$ cat src/rtl/hazard_stall_ctrl_pkg.sv
// Shared types for the pipeline hazard/stall controller.
package hazard_stall_ctrl_pkg;

    localparam int REG_W_DEFAULT = 5;

    // Register index as seen by the hazard logic.
    typedef logic [REG_W_DEFAULT-1:0] regbits_t;

    // Controller state.
    typedef enum logic [1:0] {
        RUN     = 2'd0,
        DWAIT   = 2'd1,
        LDSTALL = 2'd2,
        HALT    = 2'd3
    } hzstate_t;

endpackage

$ cat src/rtl/hazard_stall_ctrl_load_use.sv
// Load-use hazard detect: a load in ID/EX whose destination feeds the IF/ID instruction.
module load_use_detect #(
    parameter int REG_W = 5
) (
    input  logic             idex_memread_i,
    input  logic [REG_W-1:0] idex_rt_i,
    input  logic [REG_W-1:0] ifid_rs_i,
    input  logic [REG_W-1:0] ifid_rt_i,
    output logic             hazard_o
);

    // Register 0 is hardwired, so a load into it never creates a dependence.
    always_comb begin
        hazard_o = idex_memread_i
                 && (idex_rt_i != '0)
                 && ((idex_rt_i == ifid_rs_i) || (idex_rt_i == ifid_rt_i));
    end

endmodule

$ cat src/rtl/hazard_stall_ctrl.sv
// Central pipeline controller: derives WEN/flush for PC, IF/ID, ID/EX, EX/MEM, MEM/WB.
// Priority each cycle: halt > dcache wait > redirect > load-use > ifetch.
module hazard_stall_ctrl
    import hazard_stall_ctrl_pkg::*;
#(
    parameter int REG_W = 5,
    parameter int CNT_W = 16
) (
    input  logic             clk,
    input  logic             rst_n,
    input  logic             ihit_i,
    input  logic             dhit_i,
    input  logic             exmem_memop_i,
    input  logic             idex_memread_i,
    input  logic [REG_W-1:0] idex_rt_i,
    input  logic [REG_W-1:0] ifid_rs_i,
    input  logic [REG_W-1:0] ifid_rt_i,
    input  logic             exmem_redirect_i,
    input  logic             memwb_halt_i,
    output logic             pc_wen_o,
    output logic             ifid_wen_o,
    output logic             ifid_flush_o,
    output logic             idex_wen_o,
    output logic             idex_flush_o,
    output logic             exmem_wen_o,
    output logic             exmem_flush_o,
    output logic             memwb_wen_o,
    output logic             memwb_flush_o,
    output logic             halted_o,
    output logic [CNT_W-1:0] stall_cnt_o
);

    hzstate_t         state_q, state_d;
    logic             redirect_pend_q, redirect_pend_d;
    logic             halted_q;
    logic [CNT_W-1:0] stall_cnt_q;

    logic load_use;
    logic halt_now;
    logic dwait;
    logic back_adv;
    logic redirect_go;
    logic pend_go;
    logic ldstall_go;

    load_use_detect #(.REG_W(REG_W)) u_load_use (
        .idex_memread_i (idex_memread_i),
        .idex_rt_i      (idex_rt_i),
        .ifid_rs_i      (ifid_rs_i),
        .ifid_rt_i      (ifid_rt_i),
        .hazard_o       (load_use)
    );

    // Cycle classification shared by next-state and output decode.
    always_comb begin
        halt_now    = (state_q == HALT) || memwb_halt_i;
        dwait       = exmem_memop_i && !dhit_i;
        back_adv    = !halt_now && !dwait;
        redirect_go = back_adv && exmem_redirect_i;
        // A deferred IF/ID squash discards the IF/ID instruction, so it beats load-use.
        pend_go     = back_adv && !exmem_redirect_i && redirect_pend_q && ihit_i;
        ldstall_go  = back_adv && !exmem_redirect_i && !pend_go && load_use;
    end

    // State, pending-squash flag, halt flag and saturating stall counter.
    always_ff @(posedge clk or negedge rst_n) begin
        if (!rst_n) begin
            state_q         <= RUN;
            redirect_pend_q <= 1'b0;
            halted_q        <= 1'b0;
            stall_cnt_q     <= '0;
        end else begin
            state_q         <= state_d;
            redirect_pend_q <= redirect_pend_d;
            halted_q        <= halted_q || memwb_halt_i;
            if (!pc_wen_o && (state_q != HALT) && (stall_cnt_q != {CNT_W{1'b1}}))
                stall_cnt_q <= stall_cnt_q + 1'b1;
        end
    end

    // Next state and pending-squash bookkeeping.
    always_comb begin
        state_d         = RUN;
        redirect_pend_d = redirect_pend_q;
        if (halt_now) begin
            state_d = HALT;
        end else if (dwait) begin
            state_d = DWAIT;
        end else if (redirect_go) begin
            // IF/ID cannot be squashed without a fetch; remember to do it later.
            redirect_pend_d = !ihit_i;
        end else if (pend_go) begin
            redirect_pend_d = 1'b0;
        end else if (ldstall_go) begin
            state_d = LDSTALL;
        end
    end

    // Output decode; everything is forced idle while reset is asserted.
    always_comb begin
        pc_wen_o      = 1'b0;
        ifid_wen_o    = 1'b0;
        ifid_flush_o  = 1'b0;
        idex_wen_o    = 1'b0;
        idex_flush_o  = 1'b0;
        exmem_wen_o   = 1'b0;
        exmem_flush_o = 1'b0;
        memwb_wen_o   = 1'b0;
        memwb_flush_o = 1'b0;
        if (rst_n && back_adv) begin
            idex_wen_o  = 1'b1;
            exmem_wen_o = 1'b1;
            memwb_wen_o = 1'b1;
            if (redirect_go) begin
                pc_wen_o      = ihit_i;
                ifid_wen_o    = ihit_i;
                ifid_flush_o  = ihit_i;
                idex_flush_o  = 1'b1;
                exmem_flush_o = 1'b1;
            end else if (pend_go) begin
                pc_wen_o     = 1'b1;
                ifid_wen_o   = 1'b1;
                ifid_flush_o = 1'b1;
            end else begin
                // Front end holds on a miss or a load-use hazard; ID/EX takes a bubble.
                pc_wen_o     = ihit_i && !ldstall_go;
                ifid_wen_o   = ihit_i && !ldstall_go;
                idex_flush_o = !(ihit_i && !ldstall_go);
            end
        end
    end

    assign halted_o    = halted_q;
    assign stall_cnt_o = stall_cnt_q;

endmodule

$ cat config.mk
export PLATFORM = sky130hd
export DESIGN_NAME = hazard_stall_ctrl
export DESIGN_NICKNAME = d
export VERILOG_FILES = /design/src/rtl/hazard_stall_ctrl_pkg.sv /design/src/rtl/hazard_stall_ctrl_load_use.sv /design/src/rtl/hazard_stall_ctrl.sv
export SDC_FILE = /design/constraint.sdc
export NUM_CORES = 1
export LEC_CHECK = 0
export CAP_MARGIN = 40
export CELL_PAD_IN_SITES_DETAIL_PLACEMENT = 0
export CELL_PAD_IN_SITES_GLOBAL_PLACEMENT = 1
export CORE_ASPECT_RATIO = 0.6
export CORE_MARGIN = 2
export CORE_UTILIZATION = 29
export CTS_CLUSTER_DIAMETER = 150
export CTS_CLUSTER_SIZE = 28
export DETAILED_ROUTE_END_ITERATION = 16
export GPL_ROUTABILITY_DRIVEN = 1
export PLACE_DENSITY_LB_ADDON = 0.2
export SLEW_MARGIN = 30
export SYNTH_ARGS = -nofsm -noshare
export SYNTH_HDL_FRONTEND = slang
export SYNTH_SLANG_ARGS = --single-unit
$ cat constraint.sdc
create_clock -name clk -period 2 [get_ports clk]
set_input_delay 0.4 -clock clk [delete_from_list [all_inputs] [get_ports clk]]
set_output_delay 0.4 -clock clk [all_outputs]
set_load 0.01 [all_outputs]
* Word-level counts from Yosys, hierarchy flattened
Cells that the tools add are included.
** Storage, ports and cells
- Register bits after elaboration :: 20
- Input port bits :: 23
- Output and inout bits :: 26
- Word-level logic and storage cells :: 60
** Cells by class
- Add/sub/neg operators :: 1
- Equal/unequal tests :: 5
- Multiplexer cells :: 19
- Bitwise operators :: 2
- Reduce and logical (&&, ||, !) cells :: 29
** Operators with widths (number)
- 16-bit by 1-bit adder with 16-bit output, second input constant :: 1
- 16-bit != test, second input constant :: 1
- 1-bit logical AND :: 14
- 1-bit two-way mux :: 14
- 5-bit equality test :: 2
- 2-bit two-way mux :: 5
- 1-bit zero test :: 9
- 5-bit nonzero test :: 1
- 1-bit logical OR :: 3
- 3-bit AND reduction :: 1
- 2-bit equality test, second input constant :: 1
- 2-bit != test, second input constant :: 1
- 1-bit inverter :: 2
- 2-bit nonzero test :: 1

* Longest topological paths before layout
- Depth after elaboration :: 18
- Mapped depth :: 7
- Gate-level depth less buffers :: 6

* Cells and area by module
Synthesis repeated with hierarchy kept, for this count alone.
** Second synthesis, totals
- Cells, all modules :: 122
- Area total of the unflattened synthesis :: 1212.4 µm²
** By module, submodules not included
- hazard_stall_ctrl :: times used 1, cells each 105, area an instance 1087.3 µm², sequential area each 500.5 µm²
- load_use_detect :: times used 1, cells each 17, area an instance 125.1 µm², sequential area each 0.0 µm²

* Least setup slack after synthesis
Ideal clock, no wire load.
- Path type :: input port to output port
- Start point :: in idex_rt_i[0]
- End point :: out pc_wen_o
- Arrival :: 1686 ps
- Data required time :: 1600 ps
- Slack :: -86 ps
- Cell stages on the path :: 5
- Path buffers :: 2
- Cells stage by stage :: or4_1 -> o211a_4 -> a21oi_4 -> buf_6 -> buf_4
** Between the ends
- Longest elaborated chain between the ends :: 9
- Elaborated cells between the ends (all ways) :: 12
- Those cells by class :: eq/ne: 2; mux: 3; reduce/logical: 7
** RTL lines
- start, declared :: RTL line hazard_stall_ctrl.sv:15 : input logic [REG_W-1:0] idex_rt_i,
- 5-bit equality test or 5-bit nonzero test (tied branches) :: RTL line hazard_stall_ctrl_load_use.sv:16, hazard_stall_ctrl_load_use.sv:15
- 1-bit logical OR or 1-bit logical AND (tied branches) :: RTL line hazard_stall_ctrl_load_use.sv:16, hazard_stall_ctrl_load_use.sv:15
- 1-bit logical AND * :: RTL line hazard_stall_ctrl_load_use.sv:16 : && ((idex_rt_i == ifid_rs_i) || (idex_rt_i == ifid_rt_i));
- 1-bit logical AND * :: RTL line hazard_stall_ctrl.sv:62 : ldstall_go = back_adv && !exmem_redirect_i && !pend_go && load_use;
- 1-bit zero test *
- 1-bit logical AND *
- 1-bit two-way mux * (3 in a row)
- end, declared :: RTL line hazard_stall_ctrl.sv:20 : output logic pc_wen_o,
Mark *: on every way between the ends. The rest lies on a longest branch, timed or not.

* Worst setup path after layout
- Start point :: in idex_rt_i[2]
- End point :: out pc_wen_o
** Between the ends
- Longest elaborated chain between the ends :: 9
- Elaborated cells between the ends (all ways) :: 12
- Those cells by class :: eq/ne: 2; mux: 3; reduce/logical: 7
** RTL lines
- 5-bit equality test or 5-bit nonzero test (tied branches) :: RTL line hazard_stall_ctrl_load_use.sv:16, hazard_stall_ctrl_load_use.sv:15
- 1-bit logical OR or 1-bit logical AND (tied branches) :: RTL line hazard_stall_ctrl_load_use.sv:16, hazard_stall_ctrl_load_use.sv:15
- 1-bit logical AND * :: RTL line hazard_stall_ctrl_load_use.sv:16
- 1-bit logical AND * :: RTL line hazard_stall_ctrl.sv:62
- 1-bit zero test * :: RTL line hazard_stall_ctrl.sv:126 : pc_wen_o = ihit_i && !ldstall_go;
- 1-bit logical AND * :: RTL line hazard_stall_ctrl.sv:126
- 1-bit two-way mux * :: RTL line hazard_stall_ctrl.sv:120 : end else if (pend_go) begin
- 1-bit two-way mux * :: RTL line hazard_stall_ctrl.sv:114 : if (redirect_go) begin
- 1-bit two-way mux * :: RTL line hazard_stall_ctrl.sv:110 : if (rst_n && back_adv) begin
Marks and branches as above.

==> impl_results.html <==
<table>
<tr><th>Metric</th><th>Value</th></tr>
<tr><th colspan="2">Run status</th></tr>
<tr><td>Outcome</td><td>finished, violations left</td></tr>
<tr><td>Violations in the final reports</td><td>setup timing</td></tr>
<tr><th colspan="2">Logic synthesis</th></tr>
<tr><td>Synth Register Bits</td><td>20</td></tr>
<tr><td>Async SR Flop Fraction</td><td>1.00</td></tr>
<tr><td>Post-Synthesis Net Count</td><td>around 140</td></tr>
<tr><td>Synth Warn #</td><td>0</td></tr>
<tr><td>Top FF cell, synth</td><td>dfrtp_1</td></tr>
<tr><td>Cell area after technology mapping</td><td>1210 um^2</td></tr>
<tr><td>Fraction of the yosys area taken by sequential cells</td><td>0.415</td></tr>
<tr><td>Synth unique cells</td><td>36</td></tr>
<tr><td>Cell count after synthesis</td><td>115</td></tr>
<tr><td>Post-synth EDFFs</td><td>0</td></tr>
<tr><td>Post-Synthesis Mean Instance Area</td><td>10.5 um^2</td></tr>
<tr><th colspan="2">Final layout</th></tr>
<tr><td>Area of all placed cells without fillers</td><td>~2500 um^2</td></tr>
<tr><td>Fraction of final layout cells with drive strength greater than 1</td><td>0.495</td></tr>
<tr><td>Number of diodes added for antenna fixing</td><td>0</td></tr>
<tr><td>Commonest non-fill, non-tap cells in the layout</td><td>buf_4 (42), clkdlybuf4s50_1 (26), dfrtp_1 (20), xor2_1 (13), xnor2_1 (11)</td></tr>
<tr><td>Final layout net count</td><td>between 200 and 250</td></tr>
<tr><td>Area growth from synthesis to layout</td><td>110%</td></tr>
<tr><td>Most common cell after layout, fill and taps aside</td><td>buf_4</td></tr>
<tr><th colspan="2">Die</th></tr>
<tr><td>Initial Util</td><td>0.298</td></tr>
<tr><td>Die height</td><td>54.0 um</td></tr>
<tr><td>Num rows</td><td>18</td></tr>
<tr><td>Io pins</td><td>a little under 50</td></tr>
<tr><td>Die Width</td><td>87.3 um</td></tr>
<tr><td>Core Footprint</td><td>4050 um^2</td></tr>
<tr><td>Die footprint</td><td>4710 um^2</td></tr>
<tr><th colspan="2">Clock tree</th></tr>
<tr><td>Clk Tree Root Cell</td><td>clkbuf_8</td></tr>
<tr><td>Clock Sinks</td><td>20</td></tr>
<tr><td>Skew-Pair Late Insertion Delay</td><td>0.27 ns</td></tr>
<tr><td>Clock tree from TritonCTS</td><td>built</td></tr>
<tr><td>Clock slew at reported path FFs</td><td>roughly 0.07 ns</td></tr>
<tr><td>Number of buffers added by the clock tree synthesis step</td><td>3</td></tr>
<tr><td>CTS Buffer Depth</td><td>2</td></tr>
<tr><td>Number of buffers added to fix hold violations after cts</td><td>0</td></tr>
<tr><td>Level count of the clock H-tree</td><td>1</td></tr>
<tr><th colspan="2">Worst setup path</th></tr>
<tr><td>Reg-to-reg critical path startpoint</td><td>state_q[0]</td></tr>
<tr><td>Reg-to-reg setup timing slack</td><td>-0.12 ns</td></tr>
<tr><td>Terminus of the critical flop-to-flop path</td><td>state_q[1]</td></tr>
<tr><td>Worst Setup End Kind</td><td>output port</td></tr>
<tr><td>Arrival time of data at the critical path endpoint</td><td>approximately 1.8 ns</td></tr>
<tr><td>Largest driver fanout on the critical path</td><td>4</td></tr>
<tr><td>Required time worst endpoint</td><td>1.60 ns</td></tr>
<tr><td>Crit path kind</td><td>in -&gt; out</td></tr>
<tr><td>Number of cells on the worst reg-to-reg path</td><td>12</td></tr>
<tr><td>Sort of element at the start of the critical path</td><td>input port</td></tr>
<tr><th colspan="2">Timing</th></tr>
<tr><td>Share of the clock period used by the worst path after layout</td><td>1.08</td></tr>
<tr><td>Setup repair after global routing missed its margin</td><td>yes</td></tr>
<tr><td>Final period demand of the worst path</td><td>2.17 ns</td></tr>
<tr><td>Crit path setup slack, layout</td><td>-0.170 ns</td></tr>
<tr><td>Worst clock skew</td><td>between 0.009 and 0.01 ns</td></tr>
<tr><td>Peak Freq</td><td>0.461 GHz</td></tr>
<tr><td>Worst hold margin</td><td>0.393 ns</td></tr>
<tr><td>TNS Setup</td><td>-1.07 ns</td></tr>
<tr><td>Max-slew violation total from the final report</td><td>0</td></tr>
<tr><td>Actual slew at the worst max-slew pin</td><td>0.683 ns</td></tr>
<tr><td>Final Hold Fails</td><td>0</td></tr>
<tr><td>Count of final setup violators</td><td>17</td></tr>
<tr><td>Tightest slew margin relative to the limit</td><td>0.543</td></tr>
<tr><th colspan="2">Placement</th></tr>
<tr><td>Pre-CTS WS</td><td>-0.889 ns</td></tr>
<tr><td>HPWL reported at the end of detailed placement</td><td>2610 um</td></tr>
<tr><td>Total of buffers placed on input and output ports</td><td>47</td></tr>
<tr><td>Cell Area, Placed</td><td>approximately 1900 um^2</td></tr>
<tr><td>Final weighted congestion in routability-driven placement</td><td>0.812</td></tr>
<tr><th colspan="2">Global routing</th></tr>
<tr><td>Number of antenna violations at the first check in global routing</td><td>0</td></tr>
<tr><td>Remaining global-route overflow</td><td>0</td></tr>
<tr><td>Maximum number of pins on one net before global-route repair</td><td>16</td></tr>
<tr><td>Via count of the first global-routing pass</td><td>1186</td></tr>
<tr><td>Combined global-route utilization of all metal layers</td><td>0.169</td></tr>
<tr><td>First-pass GRT wire length</td><td>a little under 6000 um</td></tr>
<tr><th colspan="2">Routing</th></tr>
<tr><td>Total Routed Length</td><td>4260 um</td></tr>
<tr><td>Number of vias in the routed layout</td><td>1246</td></tr>
<tr><td>Routed wire per std cell</td><td>roughly 16 um</td></tr>
<tr><td>Drt first-iter violations</td><td>55</td></tr>
<tr><td>Routed via count divided by cell count</td><td>4.72</td></tr>
<tr><td>DRC</td><td>0</td></tr>
<tr><td>First-pass detailed-route iteration total</td><td>4</td></tr>
<tr><td>Antenna-violating nets left</td><td>0</td></tr>
<tr><th colspan="2">Power</th></tr>
<tr><td>Leakage</td><td>1.04 nW</td></tr>
<tr><td>Peak supply drop</td><td>0.000429 V</td></tr>
<tr><td>Total power</td><td>between 1.5 and 2 mW</td></tr>
<tr><td>Power per cell area</td><td>605 nW/um^2</td></tr>
<tr><th colspan="2">Hold path</th></tr>
<tr><td>Hold crit path type</td><td>in -&gt; async</td></tr>
<tr><th colspan="2">Run</th></tr>
<tr><td>Max Cap Violations</td><td>0</td></tr>
</table>
## worst max path at each step
stage,startpoint,end
floorplan,idex_rt_i[0],pc_wen_o
global placement,idex_rt_i[0],idex_flush_o
detailed placement,idex_rt_i[0],idex_flush_o
CTS,idex_rt_i[2],idex_flush_o
global route,state_q[0],state_q[1]
finish,idex_rt_i[2],pc_wen_o
## synthesized netlist by cell type (all sizes together) (2+ instances only)
cell,count,share of area
nand4,2,0.010
buf,6,0.044
nor4,8,0.047
and3,2,0.011
inv,6,0.019
and4,2,0.015
nand3,8,0.037
xor2,13,0.094
dfrtp,20,0.41
nand2,9,0.028
xnor2,12,0.087
nor2,4,0.015
a21oi,3,0.022
nor3,4,0.017
## routing by layer
metal / up-vias / GRT usage / wire [um]
met2: 31 / 0.275 / 1990
met4: 0 / 0.0256 / 79
met3: 9 / 0.0399 / 160
met5: - / 0 / 0
li1: 605 / - / -
met1: 601 / 0.234 / 2030
## critical path: stages
cell and delay (ns):
buf_6 0.09, or4_4 0.52, o211a_4 0.25, buf_4 0.14, a21oi_4 0.20, buf_2 0.17
## sequential cells by signal (all words and copies together), names as in the netlist
| name | flops |
|---|---|
| redirect_pend_q | 1 |
| stall_cnt_o | 16 |
| halted_o | 1 |
| state_q | 2 |
## through the flow
step | instances | util
2_1_floorplan | 115 | -
3_3_place_gp | 232 | 0.469
3_5_place_dp | 232 | 0.469
4_1_cts | 248 | 0.540
6_report | 264 | 0.625
5_1_grt | 264 | 0.625
## timing repair
action,in CTS,in global routing
setup endpoints to repair,24,25
setup buffers,12,16
gates cloned,0,2
pin swaps,14,33
resized for setup,85,31
## where the power goes
group | internal (mW) | switching, mW | leakage (nW)
combinational | 0.318 | 0.245 | 0.791
sequential | 0.474 | 0.0833 | 0.210
clock | 0.268 | 0.144 | 0.0357
total | 1.06 | 0.473 | 1.04
## cell type report
cell class | count | area, um^2
Sequential cell | 20 | 500
Timing Repair Buffer | 101 | 978
Tap cell | 50 | 62.6
Clock buffer | 3 | 41.3
Multi-Input combinational cell | 83 | 898
Clock inverter | 1 | 30.0
Inverter | 6 | 22.5
Fill cell | 300 | 1520
## cells by family after synthesis
kind of cell             Yosys count  synth area share
other                              1           0.00311
AO/OA/AOI/OAI                      9            0.0943
buffers and inverters             12            0.0622
XOR/XNOR                          25             0.181
AND/OR/NAND/NOR                   46             0.222
multiplexers                       1            0.0124
adder cells (fa/ha/maj)            1            0.0104
flip-flops                        20             0.415
Power figures use the tool's default switching activity.
==> RTL edit 1, RTL diff (config.mk and constraints unchanged) <==
Encoding of `hzstate_t`: now Gray code (2 bits for 4 states).
--- a/src/rtl/hazard_stall_ctrl_pkg.sv
+++ b/src/rtl/hazard_stall_ctrl_pkg.sv
@@ -8,10 +8,10 @@
 
     // Controller state.
     typedef enum logic [1:0] {
-        RUN     = 2'd0,
-        DWAIT   = 2'd1,
-        LDSTALL = 2'd2,
-        HALT    = 2'd3
+        RUN     = 2'b00,
+        DWAIT   = 2'b01,
+        LDSTALL = 2'b11,
+        HALT    = 2'b10
     } hzstate_t;
 
 endpackage
Function: no difference found for any inputs over 10 cycles, from zero or initial values and one cycle with rst_n low; not proved beyond that.
==> RTL edit 1 against the unedited design <==
Register-to-register slack gained 0.15 ns. Sequential cell count did not move. Total power decreased by 13%. Setup slack improved by 0.081 ns. Highest routed layer is now met3. Clock power decreased by 25%. Combinational power down 18%. Routed wire length is 22% lower. Count of clock-buffer cells in the layout grew 1. Critical endpoint is now idex_flush_o. Synthesized area fell by 1.1%. Critical path type unchanged. The run still ends with setup timing left. Design area fell by 22%. Worst hold slack improved by 0.081 ns.
==> RTL edit 1: results (changes against the unedited design) <==
status: "finished with violations"  # unchanged
violations: "setup timing"  # unchanged
seq_power_share: 0.418  # was 0.364
critPathArrivalTime_ns: 1.69  # was 1.77 ns
rr_startpoint: "state_q[1]"  # was state_q[0]
synth_common_cells: "dfrtp_1, xor2_1, nand3_1"  # was dfrtp_1, xor2_1, xnor2_1
grt_pass1_vias: 1112  # was 1,186
dpl.cell_count: 237  # was 232
synth_compound_area_frac: 0.04507  # was 0.09430
synth-adder-area-share: 0.01048  # was 0.01036
place_ws_ns: -0.8707  # was -0.8891 ns
place_congestion: 0.7853  # was 0.8121
peakVddDrop_uv: 546.1  # was 429.5 uV
fin_nets: 220  # was 239
comb_power_uw: 464  # was 563 uW
r2r_cells: 8  # was 12
fillers: 354  # was 300
synth_xor_area_frac: 0.1761  # was 0.1813
r2r_setup_slack_ns: 0.03  # was -0.12 ns
hpwl_mm: 2.585  # was 2.613 mm
place_area_mm2: 0.001851  # was 0.001899 mm^2
synth_nets: 149  # was 139
fin_ws_ns: -0.08881  # was -0.1696 ns
finalSetupViolCount: 4  # was 17
grtUsageTotal: 0.1484  # was 0.1686
fin_worst_skew_ns: 0.003720  # was 0.009053 ns
rr_endpoint: "stall_cnt_o[1]"  # was state_q[1]
grt_pass1_wl_mm: 5.223  # was 5.961 mm
yosysUniqueCellTypes: 30  # was 36
instances_no_fill: 245  # was 264
-- RTL edit 1: cell count changes in the layout (fill, tap and decap cells not counted), moves of 3 or more --
cell,before,now
nor3_1,0,5
clkdlybuf4s50_1,26,21
nand3_1,5,13
inv_1,5,0
nand4_1,2,5
nor2_1,2,10
nor4_4,8,0
buf_12,6,0
buf_4,42,23
buf_6,10,6
dlygate4sd2_1,6,11
-- RTL edit 1: worst max-delay path: stages --
cell and delay (ns):
buf_6 0.09, or4_4 0.53, o211a_4 0.29, buf_6 0.12, nand2_4 0.05, a31oi_1 0.06, buf_2 0.14
-- RTL edit 1: final cells by class --
cell class / count / area, um^2 / share of cell area
clock buffers: 4 / 55.05 / 0.02771
inverters: 2 / 7.507 / 0.003778
multi-input cells: 96 / 734.5 / 0.3696
flip-flops and latches: 20 / 500.5 / 0.2519
well taps: 50 / 62.56 / 0.03149
repair buffers: 73 / 626.9 / 0.3155
-- RTL edit 1: metal layers --
metal / global-route usage / routed length [um] / vias up
met5: 0 / 0 / -
met4: 0.02344 / 0 / 0
met3: 0.03374 / 116 / 0
met2: 0.2303 / 1445 / 22
met1: 0.2152 / 1759 / 544
li1: - / - / 570
-- RTL edit 1: what timing repair did --
item	4_1_cts	5_1_grt
setup endpoints to repair	24	22
buffers inserted	3	1
hold buffers	0	0
gates resized for setup	72	15
pin swaps	20	5
-- RTL edit 1: worst max-delay path by stage --
stage | startpoint | end | slack (ns) | cells after the start
floorplan | state_q[1] | pc_wen_o | -0.09 | 7
global placement | idex_rt_i[0] | pc_wen_o | -0.81 | 5
detailed placement | idex_rt_i[0] | idex_flush_o | -0.87 | 7
CTS | idex_rt_i[2] | pc_wen_o | -0.09 | 5
global route | state_q[1] | pc_wen_o | -0.12 | 6
finish | idex_rt_i[2] | idex_flush_o | -0.09 | 7
==> RTL edit 2, RTL diff (same flow settings) <==
Without the edit above. Set the parameter `CNT_W` to 32 (it was 16).
--- a/src/rtl/hazard_stall_ctrl.sv
+++ b/src/rtl/hazard_stall_ctrl.sv
@@ -4,7 +4,7 @@
     import hazard_stall_ctrl_pkg::*;
 #(
     parameter int REG_W = 5,
-    parameter int CNT_W = 16
+    parameter int CNT_W = 32
 ) (
     input  logic             clk,
     input  logic             rst_n,
Interface: changed (resized stall_cnt_o); port bits go from 49 to 65. The function was not compared with the original's and may differ.
==> RTL edit 2 against the unedited design <==
Synthesized cell count grew 88%. Setup slack gained 0.13 ns. Combinational power grew to 2.9 times the old value. Critical path type is now flip-flop to flip-flop. Count of clock-buffer cells in the layout grew 5. The flow still finishes with violations (setup timing). Synthesized area grew 73%. Sequential cell count grew 16. Clock power grew 89%. Total power grew 130%. Routed wire length grew 63%. Design area grew 52%. Highest routed layer unchanged. Register-to-register slack gained 0.08 ns. Via count grew 69%.
==> RTL edit 2: results (changes against the unedited design) <==
status: "finished with violations"  # unchanged
violations: "setup timing"  # unchanged
largest_reg_flops: 32  # was 16
yosysSeqAreaShare: 0.4319  # was 0.4145
finalSetupViolCount: 2  # was 17
fin_hold_ws_ns: 0.2298  # was 0.3932 ns
synth_area_per_cell_um2: 9.656  # was 10.50 um^2
place_congestion: 0.7952  # was 0.8121
cts_root_buffer: "clkbuf_16"  # was clkbuf_8
place_ws_ns: -0.8093  # was -0.8891 ns
fin_nets: 367  # was 239
first_iter_violations: 125  # was 55
r2r_cells: 7  # was 12
synth_common_cells: "dfrtp_1, xor2_1, nand3_1"  # was dfrtp_1, xor2_1, xnor2_1
grt_pass1_wl_mm: 10.72  # was 5.961 mm
hpwl_mm: 4.586  # was 2.613 mm
power_frac_comb: 0.467  # was 0.367
peakVddDrop_uv: 597.0  # was 429.5 uV
wl_mm: 6.928  # was 4.259 mm
critPathArrivalTime_ns: 2.20  # was 1.77 ns
drive_gt1_frac: 0.4651  # was 0.4953
p_leak_nw: 1.543  # was 1.037 nW
grt_max_degree: 37  # was 16
grtUsageTotal: 0.1710  # was 0.1686
p_int_mw: 2.328  # was 1.060 mW
synth_nets: 240  # was 139
post_cts_buffers: 8  # was 12
dpl.cell_count: 411  # was 232
fin_ws_ns: -0.03505  # was -0.1696 ns
finalSetupTns_ns: -0.05886  # was -1.069 ns
grt_pass1_vias: 2124  # was 1,186
worstSetupEndpoint: "stall_cnt_o[10]"  # was pc_wen_o
io_buffer_count: 63  # was 47
startpoint: "stall_cnt_o[0]"  # was idex_rt_i[2]
drt-vias-per-instance: 4.889  # was 4.720
[RTL edit 2: cell types whose count changed in the layout (fill, tap and decap cells not counted), moves of 5 or more]
cell | unedited run | this run
xor2_1 | 13 | 27
nor3_2 | 0 | 8
buf_2 | 5 | 11
nand3_1 | 5 | 16
nor2_1 | 2 | 7
clkdlybuf4s50_1 | 26 | 33
nand2_1 | 8 | 15
nor4_4 | 8 | 14
dfrtp_1 | 20 | 33
buf_4 | 42 | 62
clkdlybuf4s15_1 | 0 | 6
[RTL edit 2: kinds of logic (layout without fill, tap and decap cells)]
| family | after synthesis | after routing | share of synthesized area |
|---|---|---|---|
| compound gates | 6 | 6 | 0.01980 |
| other cells | 1 | 1 | 0.001798 |
| simple gates | 108 | 108 | 0.3102 |
| mux | 1 | 1 | 0.005399 |
| buf+inv | 22 | 150 | 0.05279 |
| xor+xnor | 41 | 41 | 0.1722 |
| fa+ha+maj | 1 | 1 | 0.005998 |
| flops | 36 | 36 | 0.4319 |
[RTL edit 2: worst register-to-register path, cell delays in order (launching register included)]
cell and delay [ns]:
dfrtp_1 0.40, ha_2 0.20, and4_4 0.21, nand2_4 0.06
and2b_2 0.26, buf_12 0.15, or4_4 0.51, xnor2_1 0.14
[RTL edit 2: layout make-up]
class | count | area [um^2]
clock buffer | 8 | 146.4
fill | 596 | 2957
inverter | 6 | 22.52
multi-input combinational | 158 | 1510
sequential | 36 | 904.6
tap | 87 | 108.9
timing repair buffer | 136 | 1171
[RTL edit 2: per-layer routing]
metal / GRT usage / routed length (um) / up-vias
met2: 0.2349 / 3000 / 59
met4: 0.02846 / 16 / 0
met5: 0 / 0 / -
li1: - / - / 1019
met1: 0.2696 / 3510 / 1027
met3: 0.04283 / 401 / 2
